### src/rtl/mips_trace_pkg.sv
// Shared definitions for the MIPS trace capture block: sampling modes and record sizing.
package mips_trace_pkg;

    typedef enum logic [1:0] {
        MODE_PERIODIC = 2'd0,
        MODE_GROW     = 2'd1,
        MODE_CHANGE   = 2'd2,
        MODE_SINGLE   = 2'd3
    } trace_mode_e;

    // One stored record is {timestamp, channels}.
    function automatic int unsigned rec_width(input int unsigned num_ch,
                                              input int unsigned data_w,
                                              input int unsigned cnt_w);
        return num_ch * data_w + cnt_w;
    endfunction

endpackage

### src/rtl/trace_fifo.sv
// Synchronous first-word-fall-through FIFO with flush; occupancy drives full/empty.
module trace_fifo #(
    parameter int unsigned WIDTH = 8,
    parameter int unsigned DEPTH = 16
) (
    input  logic                     clk,
    input  logic                     rst_n,
    input  logic                     clear,
    input  logic                     push,
    input  logic                     pop,
    input  logic [WIDTH-1:0]         wdata,
    output logic [WIDTH-1:0]         rdata,
    output logic [$clog2(DEPTH):0]   count,
    output logic                     full,
    output logic                     empty
);

    localparam int unsigned AW = $clog2(DEPTH);
    localparam int unsigned CW = AW + 1;

    logic [WIDTH-1:0] mem [DEPTH];
    logic [AW-1:0]    wr_ptr_q;
    logic [AW-1:0]    rd_ptr_q;
    logic [CW-1:0]    count_q;
    logic             do_push;
    logic             do_pop;

    assign full  = (count_q == CW'(DEPTH));
    assign empty = (count_q == '0);

    // A push into a full FIFO is only accepted when the head leaves in the same cycle.
    assign do_pop  = pop && !empty && !clear;
    assign do_push = push && (!full || do_pop) && !clear;

    always_ff @(posedge clk or negedge rst_n) begin
        if (!rst_n) begin
            wr_ptr_q <= '0;
            rd_ptr_q <= '0;
            count_q  <= '0;
        end else if (clear) begin
            wr_ptr_q <= '0;
            rd_ptr_q <= '0;
            count_q  <= '0;
        end else begin
            if (do_push) begin
                wr_ptr_q <= wr_ptr_q + AW'(1);
            end
            if (do_pop) begin
                rd_ptr_q <= rd_ptr_q + AW'(1);
            end
            unique case ({do_push, do_pop})
                2'b10:   count_q <= count_q + CW'(1);
                2'b01:   count_q <= count_q - CW'(1);
                default: count_q <= count_q;
            endcase
        end
    end

    always_ff @(posedge clk) begin
        if (do_push) begin
            mem[wr_ptr_q] <= wdata;
        end
    end

    assign rdata = mem[rd_ptr_q];
    assign count = count_q;

endmodule

### src/rtl/mips_trace_capture.sv
// Trace buffer for the multicycle MIPS core: scheduled sampling of core registers with
// cycle timestamps into a FIFO drained over a valid/ready port.
module mips_trace_capture
    import mips_trace_pkg::*;
#(
    parameter int unsigned DATA_W = 32,
    parameter int unsigned NUM_CH = 4,
    parameter int unsigned DEPTH  = 16,
    parameter int unsigned CNT_W  = 16
) (
    input  logic                       CLK,
    input  logic                       RESET,
    input  logic                       EN,
    input  logic                       CLEAR,
    input  logic [1:0]                 MODE,
    input  logic [CNT_W-1:0]           INTERVAL,
    input  logic [CNT_W-1:0]           STEP,
    input  logic [NUM_CH*DATA_W-1:0]   CH_IN,
    output logic                       RD_VALID,
    input  logic                       RD_READY,
    output logic [NUM_CH*DATA_W-1:0]   RD_DATA,
    output logic [CNT_W-1:0]           RD_TIME,
    output logic [$clog2(DEPTH):0]     COUNT,
    output logic                       OVERFLOW,
    output logic                       DONE
);

    localparam int unsigned REC_W = rec_width(NUM_CH, DATA_W, CNT_W);
    localparam int unsigned CH_W  = NUM_CH * DATA_W;

    trace_mode_e        mode;
    logic [CNT_W-1:0]   ts_q;
    logic [CNT_W-1:0]   wait_q, wait_d;
    logic [CNT_W-1:0]   gap_q, gap_d;
    logic [CNT_W-1:0]   interval_eff;
    logic [CNT_W-1:0]   next_gap;
    logic [CNT_W:0]     gap_sum;
    logic [CNT_W-1:0]   gap_grow;
    logic [DATA_W-1:0]  prev0_q;
    logic               done_q, done_d;
    logic               ovf_q, ovf_d;
    logic               sample;
    logic               pop_ok;
    logic               fifo_full;
    logic               fifo_empty;
    logic [REC_W-1:0]   wr_rec;
    logic [REC_W-1:0]   rd_rec;

    assign mode         = trace_mode_e'(MODE);
    assign interval_eff = (INTERVAL == '0) ? CNT_W'(1) : INTERVAL;
    assign gap_sum      = {1'b0, gap_q} + {1'b0, STEP};
    assign gap_grow     = gap_sum[CNT_W] ? '1 : gap_sum[CNT_W-1:0];

    always_comb begin
        sample   = 1'b0;
        wait_d   = wait_q;
        gap_d    = gap_q;
        done_d   = done_q;
        next_gap = gap_q;
        if (CLEAR || !EN) begin
            wait_d = interval_eff - CNT_W'(1);
            gap_d  = interval_eff;
            done_d = 1'b0;
        end else begin
            unique case (mode)
                MODE_CHANGE: begin
                    sample = (CH_IN[DATA_W-1:0] != prev0_q);
                end
                MODE_PERIODIC, MODE_GROW, MODE_SINGLE: begin
                    if (wait_q == '0) begin
                        next_gap = (mode == MODE_GROW) ? gap_grow : gap_q;
                        gap_d    = next_gap;
                        wait_d   = next_gap - CNT_W'(1);
                        // Once the single shot is taken the schedule keeps running silently.
                        sample   = !((mode == MODE_SINGLE) && done_q);
                        if (mode == MODE_SINGLE) begin
                            done_d = 1'b1;
                        end
                    end else begin
                        wait_d = wait_q - CNT_W'(1);
                    end
                end
            endcase
        end
    end

    assign pop_ok = RD_READY && !fifo_empty;

    always_comb begin
        ovf_d = ovf_q;
        if (CLEAR) begin
            ovf_d = 1'b0;
        end else if (sample && fifo_full && !pop_ok) begin
            ovf_d = 1'b1;
        end
    end

    always_ff @(posedge CLK or negedge RESET) begin
        if (!RESET) begin
            ts_q    <= '0;
            wait_q  <= '0;
            gap_q   <= CNT_W'(1);
            prev0_q <= '0;
            done_q  <= 1'b0;
            ovf_q   <= 1'b0;
        end else begin
            ts_q    <= ts_q + CNT_W'(1);
            wait_q  <= wait_d;
            gap_q   <= gap_d;
            prev0_q <= CH_IN[DATA_W-1:0];
            done_q  <= done_d;
            ovf_q   <= ovf_d;
        end
    end

    assign wr_rec = {ts_q, CH_IN};

    trace_fifo #(
        .WIDTH (REC_W),
        .DEPTH (DEPTH)
    ) u_fifo (
        .clk   (CLK),
        .rst_n (RESET),
        .clear (CLEAR),
        .push  (sample),
        .pop   (RD_READY),
        .wdata (wr_rec),
        .rdata (rd_rec),
        .count (COUNT),
        .full  (fifo_full),
        .empty (fifo_empty)
    );

    assign RD_VALID = !fifo_empty;
    assign RD_DATA  = rd_rec[CH_W-1:0];
    assign RD_TIME  = rd_rec[REC_W-1 -: CNT_W];
    assign OVERFLOW = ovf_q;
    assign DONE     = done_q;

endmodule

### config.mk
export PLATFORM = sky130hd
export DESIGN_NAME = mips_trace_capture
export DESIGN_NICKNAME = d
export VERILOG_FILES = /design/src/rtl/mips_trace_pkg.sv /design/src/rtl/trace_fifo.sv /design/src/rtl/mips_trace_capture.sv
export SDC_FILE = /design/constraint.sdc
export NUM_CORES = 2
export LEC_CHECK = 0
export CAP_MARGIN = 5
export CORE_AREA = 2 2 562 564
export DETAILED_ROUTE_END_ITERATION = 6
export DIE_AREA = 0 0 564 566
export GPL_ROUTABILITY_DRIVEN = 0
export SKIP_CTS_REPAIR_TIMING = 1
export SLEW_MARGIN = 10
export SYNTH_ARGS = -nofsm -noshare
export SYNTH_HDL_FRONTEND = slang
export SYNTH_HIERARCHICAL = 1
export SYNTH_SLANG_ARGS = --single-unit
### constraint.sdc
create_clock -name CLK -period 15 [get_ports CLK]
set_input_delay 4.5 -clock CLK [delete_from_list [all_inputs] [get_ports CLK]]
set_output_delay 4.5 -clock CLK [all_outputs]
set_load 0.05 [all_outputs]
Word level (Yosys, flattened, before mapping)
Memory sizes are Yosys's and may differ from the RTL's.
Cells that the tools add are included.

storage, ports and cells
  flip-flop bits (word level) = 95
  bits in latches = 0
  memory bits (writable) = 2304
  ROM bits = 0
  output and inout bits = 152
  memories kept = 1

operators by class
  add/sub/neg operators = 9
  multiply operators = 0
  div/mod/pow operators = 0
  $lt $le $gt $ge = 0
  equality and inequality tests = 7
  shift-type cells = 0
  multiplexer cells = 26
  bitwise operators = 0
  reductions and logical operators = 29

memory list
  name        depth  bits a word  read ports  clocked after memory_dff  write ports  RTL line          text
  u_fifo.mem  16     144          1           0                         1            trace_fifo.sv:21  logic [WIDTH-1:0] mem [DEPTH];

operators by type and width
  kind                                                 count
  two-way mux 16 bit                                   9
  subtractor 16 x 1 -> 16 bit, second input constant   3
  logical NOT 16 bit                                   2
  inequality test 32 bit                               1
  adder 16 x 16 -> 17 bit                              1
  adder 16 x 1 -> 16 bit, second input constant        1
  two-way mux 4 bit                                    4
  nonzero test 2 bit                                   6
  two-way mux 1 bit                                    10
  one-hot mux 5 bit (2 select lines)                   1
  adder 4 x 1 -> 4 bit, second input constant          2
  logical AND 1 bit                                    7
  equality test 2 bit, second input constant           3
  logical NOT 1 bit                                    6
  adder 5 x 1 -> 5 bit, second input constant          1
  equality test 5 bit, second input constant           1
  logical NOT 5 bit                                    1
  two-way mux 5 bit                                    1
  subtractor 5 x 1 -> 5 bit, second input constant     1
  equality test 2 x 1 -> 1 bit, second input constant  2
  AND reduction 3 bit                                  1
  nonzero test 3 bit                                   1
  OR reduction 3 bit                                   1
  logical NOT 2 bit                                    1
  3 further kinds                                      4

Longest topological paths before layout
  depth in word-level cells = 11
  depth in mapped cells = 15

Modules after synthesis
The synthesis kept the hierarchy.

modules (own cells, without submodules)
  module              instances  cells an instance  area an instance (µm²)  seq. area each (µm²)
  trace_fifo          1          4244               88406.0                 69511.7
  mips_trace_capture  1          553                5159.9                  2053.2

Worst setup path after synthesis
OpenSTA, ideal clock, no wires.

  path type = input -> register
  from = in CLEAR
  to = mem u_fifo/mem[2][0] (netlist name) (enable)
  setup time = 823 ps
  arrival time = 16341 ps
  path slack = -2164 ps
  stages on the path = 10
  buffers on the path = 3
  cell sequence = and2b_2 > clkbuf_8 > clkbuf_1 > clkbuf_1 > o21ai_0 > a21oi_1 > inv_1 > a311oi_1 > nand2_1 > nor3_1

on the way
  elaborated cells on any way between the ends = 9

RTL lines
  element                                  RTL line                  text
  from (decl)                              mips_trace_capture.sv:14  input logic CLEAR,
  logical OR 1 bit                         mips_trace_capture.sv:60  if (CLEAR || !EN) begin
  two-way mux 1 bit                        mips_trace_capture.sv:60
  named net sample                         mips_trace_capture.sv:42  logic sample;
  logical AND 1 bit (2 in series)          trace_fifo.sv:33          assign do_push = push && (!full || do_pop) && !clear;
  two-way mux 1 bit                        trace_fifo.sv:60          if (do_push) begin
  two-way mux 1 bit (not written as such)  trace_fifo.sv:61          mem[wr_ptr_q] <= wdata;
  to (decl)                                trace_fifo.sv:21

The timed path passes the listed nets, and every way through them passes these cells.

Worst setup path after layout
  from = reg u_fifo.rd_ptr_q[0]
  to = out RD_DATA[69]

on the way
  word-level cells in the longest chain between the ends = 1

RTL lines
  element                 RTL line                  text
  from (decl)             trace_fifo.sv:23          logic [AW-1:0] rd_ptr_q;
  from (signal assigned)  trace_fifo.sv:49          rd_ptr_q <= rd_ptr_q + AW'(1);
  memory (16 x 144 bit)   n/a
  to (decl)               mips_trace_capture.sv:21  output logic [NUM_CH*DATA_W-1:0] RD_DATA,

No other way between the ends.

==> metrics.cfg <==
[final_layout]
final_common_cell=edfxtp_1
layout_common_cells=edfxtp_1 (2304), mux2i_1 (583), clkdlybuf4s50_1 (317)
nets=5364
area_growth_pct=16.8
final_util=0.349
drive_above_1_share=0.145

[synthesis]
synth.top_cell.area_share=0.739
ys_ff_latch=2399
synthCells=4797
ys_async_sr_fraction=0.0396
seq_area_frac_synth=0.765
yosysUniqueCellTypes=78
syn-num-nets=4992
synth_area_leaders=edfxtp_1 (74%), mux4_2 (7.0%), mux2i_1 (6.2%), a221oi_1 (2.7%), dfrtp_1 (2.5%)
yosys_warnings=6
ys.flop_type=edfxtp_1
synth_enable_flop_cells=2304
syn_area_per_cell_sq_um=19.5
syn_area_sq_mm=0.0936
synth.largest_area_cell=edfxtp_1

[power_and_ir_drop]
ir_drop_uv=94.6
switchingPower_uw=4540
pwr_density_cell_mw_per_mm2=151
p_leak_uw=0.0339
pwr-share-comb=0.203
internal_power_uw=12000
netSwitchingFraction=0.275
clkPwrFrac=0.348
seqPwrFrac=0.449

[critical_path]
timing.critical_path.mode_cell=buf_12
critPathMaxStageDelay_ns=1.03
cp_num_buf_inv=3
slowest_stage=dfrtp_4
critPathTopFamily=buffers and inverters
cp_max_fo=128
critPathKind=flop to output pin
crit_chain=buf_12, buf_12, mux2i_1, a221oi_1, a22oi_1, nand2_1, clkdlybuf4s50_1
cp-start-kind=flop
endpoint_kind=output pin
critPathRequiredTime_ns=10.50
worstPathArrival_ns=5.78

[outcome]
status=finished clean

[clock_tree]
clk_pin_slew_worst_paths_ns=0.07
cts_tree=built
clkLatencyLatePin_ns=0.89
htree_levels=4
cts_sinks=2399
clockBufferDepth=4
numCtsBuffers=237
root_buffer=clkbuf_16

[timing]
worst_pin_slew_ns=1.30
max_freq_mhz=97.3
finalCritPeriodShare=0.685
post-route-min-period_ns=10.28
grt_setup_unrepaired=no
tns_ns=0
final_hold_viol_count=0
maxSlewViolCount=0
slew_headroom=0.135
setup_viol=0
skew_ns=0.0445

[route]
wl_per_cell_microns=24.6
vias=47400
via_per_inst=4.98
drt_iter0_markers=3659
firstDrtPassIters=5
ant_nets=0
wl_mm=235
drc=0

[grt]
busiest_layer=met2
grtUsageMet3=0.0279
groute.layer.met2.usage=0.232
gr-total-overflow=0
antenna_found_initial=46
use_met1=0.199
grt_max_degree=131
grtUsageTotal=0.143
grt_pass1_vias=48200
grt_pass1_wl_mm=341

[placed_design]
dp_hpwl_mm=129
io_buffers=318

[die]
row_count=206
core-area_sq_mm=0.313
die_y_microns=566
die_w_microns=564
start_util=0.299
pin_count=319
die_area_sq_mm=0.319

[run]
cap_violations=0

[worst_hold_path]
hold_class=flop to flop

sequential cells by signal (all words and copies together) (netlist names):
register         count
OVERFLOW             1
u_fifo/wr_ptr_q      4
gap_q               16
DONE                 1
wait_q              16
ts_q                16
u_fifo/mem        2304
prev0_q             32
u_fifo/rd_ptr_q      4
u_fifo/count         5
cell usage after synthesis, types with 6 or more instances:
master / count
xor2_1: 30
nor2_1: 97
edfxtp_1: 2304
and3_1: 11
a211o_1: 6
nand3_1: 18
nand4_1: 10
o21ai_0: 174
o22a_1: 7
a21o_1: 14
and2_1: 6
o31ai_1: 7
a31oi_1: 10
nor3_1: 10
a211oi_1: 6
nor4_1: 10
mux2i_1: 583
buf_2: 88
buf_1: 21
buf_4: 15
inv_1: 16
ha_1: 26
or4_1: 6
clkbuf_1: 134
nand2b_1: 9
a21oi_1: 51
a22oi_1: 143
o22ai_1: 7
nand2_1: 183
mux4_2: 291
dfrtp_1: 94
xnor2_1: 41
a221oi_1: 288
final timing paths:
| path | start | cells past startpoint | slack [ns] | endpoint |
|---|---|---|---|---|
| max | u_fifo/rd_ptr_q[0] | 7 | 4.72 | RD_DATA[69] |
| min in group asynchronous | RESET | 1 | 3.66 | gap_q[2] |
| min reg2reg | gap_q[0] | 2 | 0.53 | gap_q[0] |
| min | gap_q[0] | 2 | 0.53 | gap_q[0] |
| max reg2reg | wait_q[10] | 11 | 8.66 | u_fifo/mem[4][75] |
| max in group asynchronous | RESET | 2 | 9.94 | prev0_q[20] |
routing by layer:
layer  routed length (microns)  up-vias
li1                          -    20700
met1                    104000    25100
met2                    112000     1197
met3                     13400      328
met4                      4560       42
met5                       253        -
final cells by class:
| class | instances | area (sq um) |
|---|---|---|
| inverters | 17 | 71.3 |
| fillers | 29200 | 204000 |
| clock inverters | 123 | 1100 |
| well taps | 4160 | 5200 |
| multi-input cells | 2115 | 20900 |
| diodes | 6 | 15.0 |
| flip-flops and latches | 2399 | 71600 |
| repair buffers | 399 | 4010 |
| clock buffers | 307 | 6420 |
stage by stage:
stage | instance area (sq um) | power [uW] | hold slack [ns] | setup WS [ns] | cells
floorplan | 93600 | 9900 | 0.461 | 1.70 | 4797
global placement | 102000 | 11000 | 0.503 | 4.36 | 9090
detailed placement | 102000 | 11000 | 0.508 | 4.37 | 9090
CTS | 109000 | 16700 | 0.525 | 4.65 | 9520
global route | 109000 | 17100 | 0.549 | 4.46 | 9522
finish | 109000 | 16500 | 0.526 | 4.72 | 9526
cells by family (layout without fill, tap and decap cells):
kind of cell               after synthesis  in the layout  synth area share
AOI/OAI and AO/OA                      749            749            0.0588
other                                    0              6                 0
adders and majority gates               28             28           0.00390
muxes                                  877            877             0.133
and+or+nand+nor                        390            390            0.0192
buffers and inverters                  283            846            0.0138
xor gates and xnor gates                71             71           0.00665
DFF                                   2399           2399             0.765
power by group through the flow:
stage | Combinational, uW | Sequential (uW) | Clock [uW]
after floorplan | 2360 | 7540 | 0
after global placement | 3390 | 7570 | 0
after detailed placement | 3410 | 7570 | 0
after CTS | 3410 | 7430 | 5900
after global routing | 3560 | 7430 | 6150
final | 3350 | 7430 | 5750
worst min-delay path, delay by kind of cell, from the launching register on:
| kind | cells | cell delay, ns |
|---|---|---|
| simple gates | 1 | 0.10 |
| flops | 1 | 0.38 |
| compound gates | 1 | 0.05 |
No activity file was read; power rests on OpenSTA's default activity.
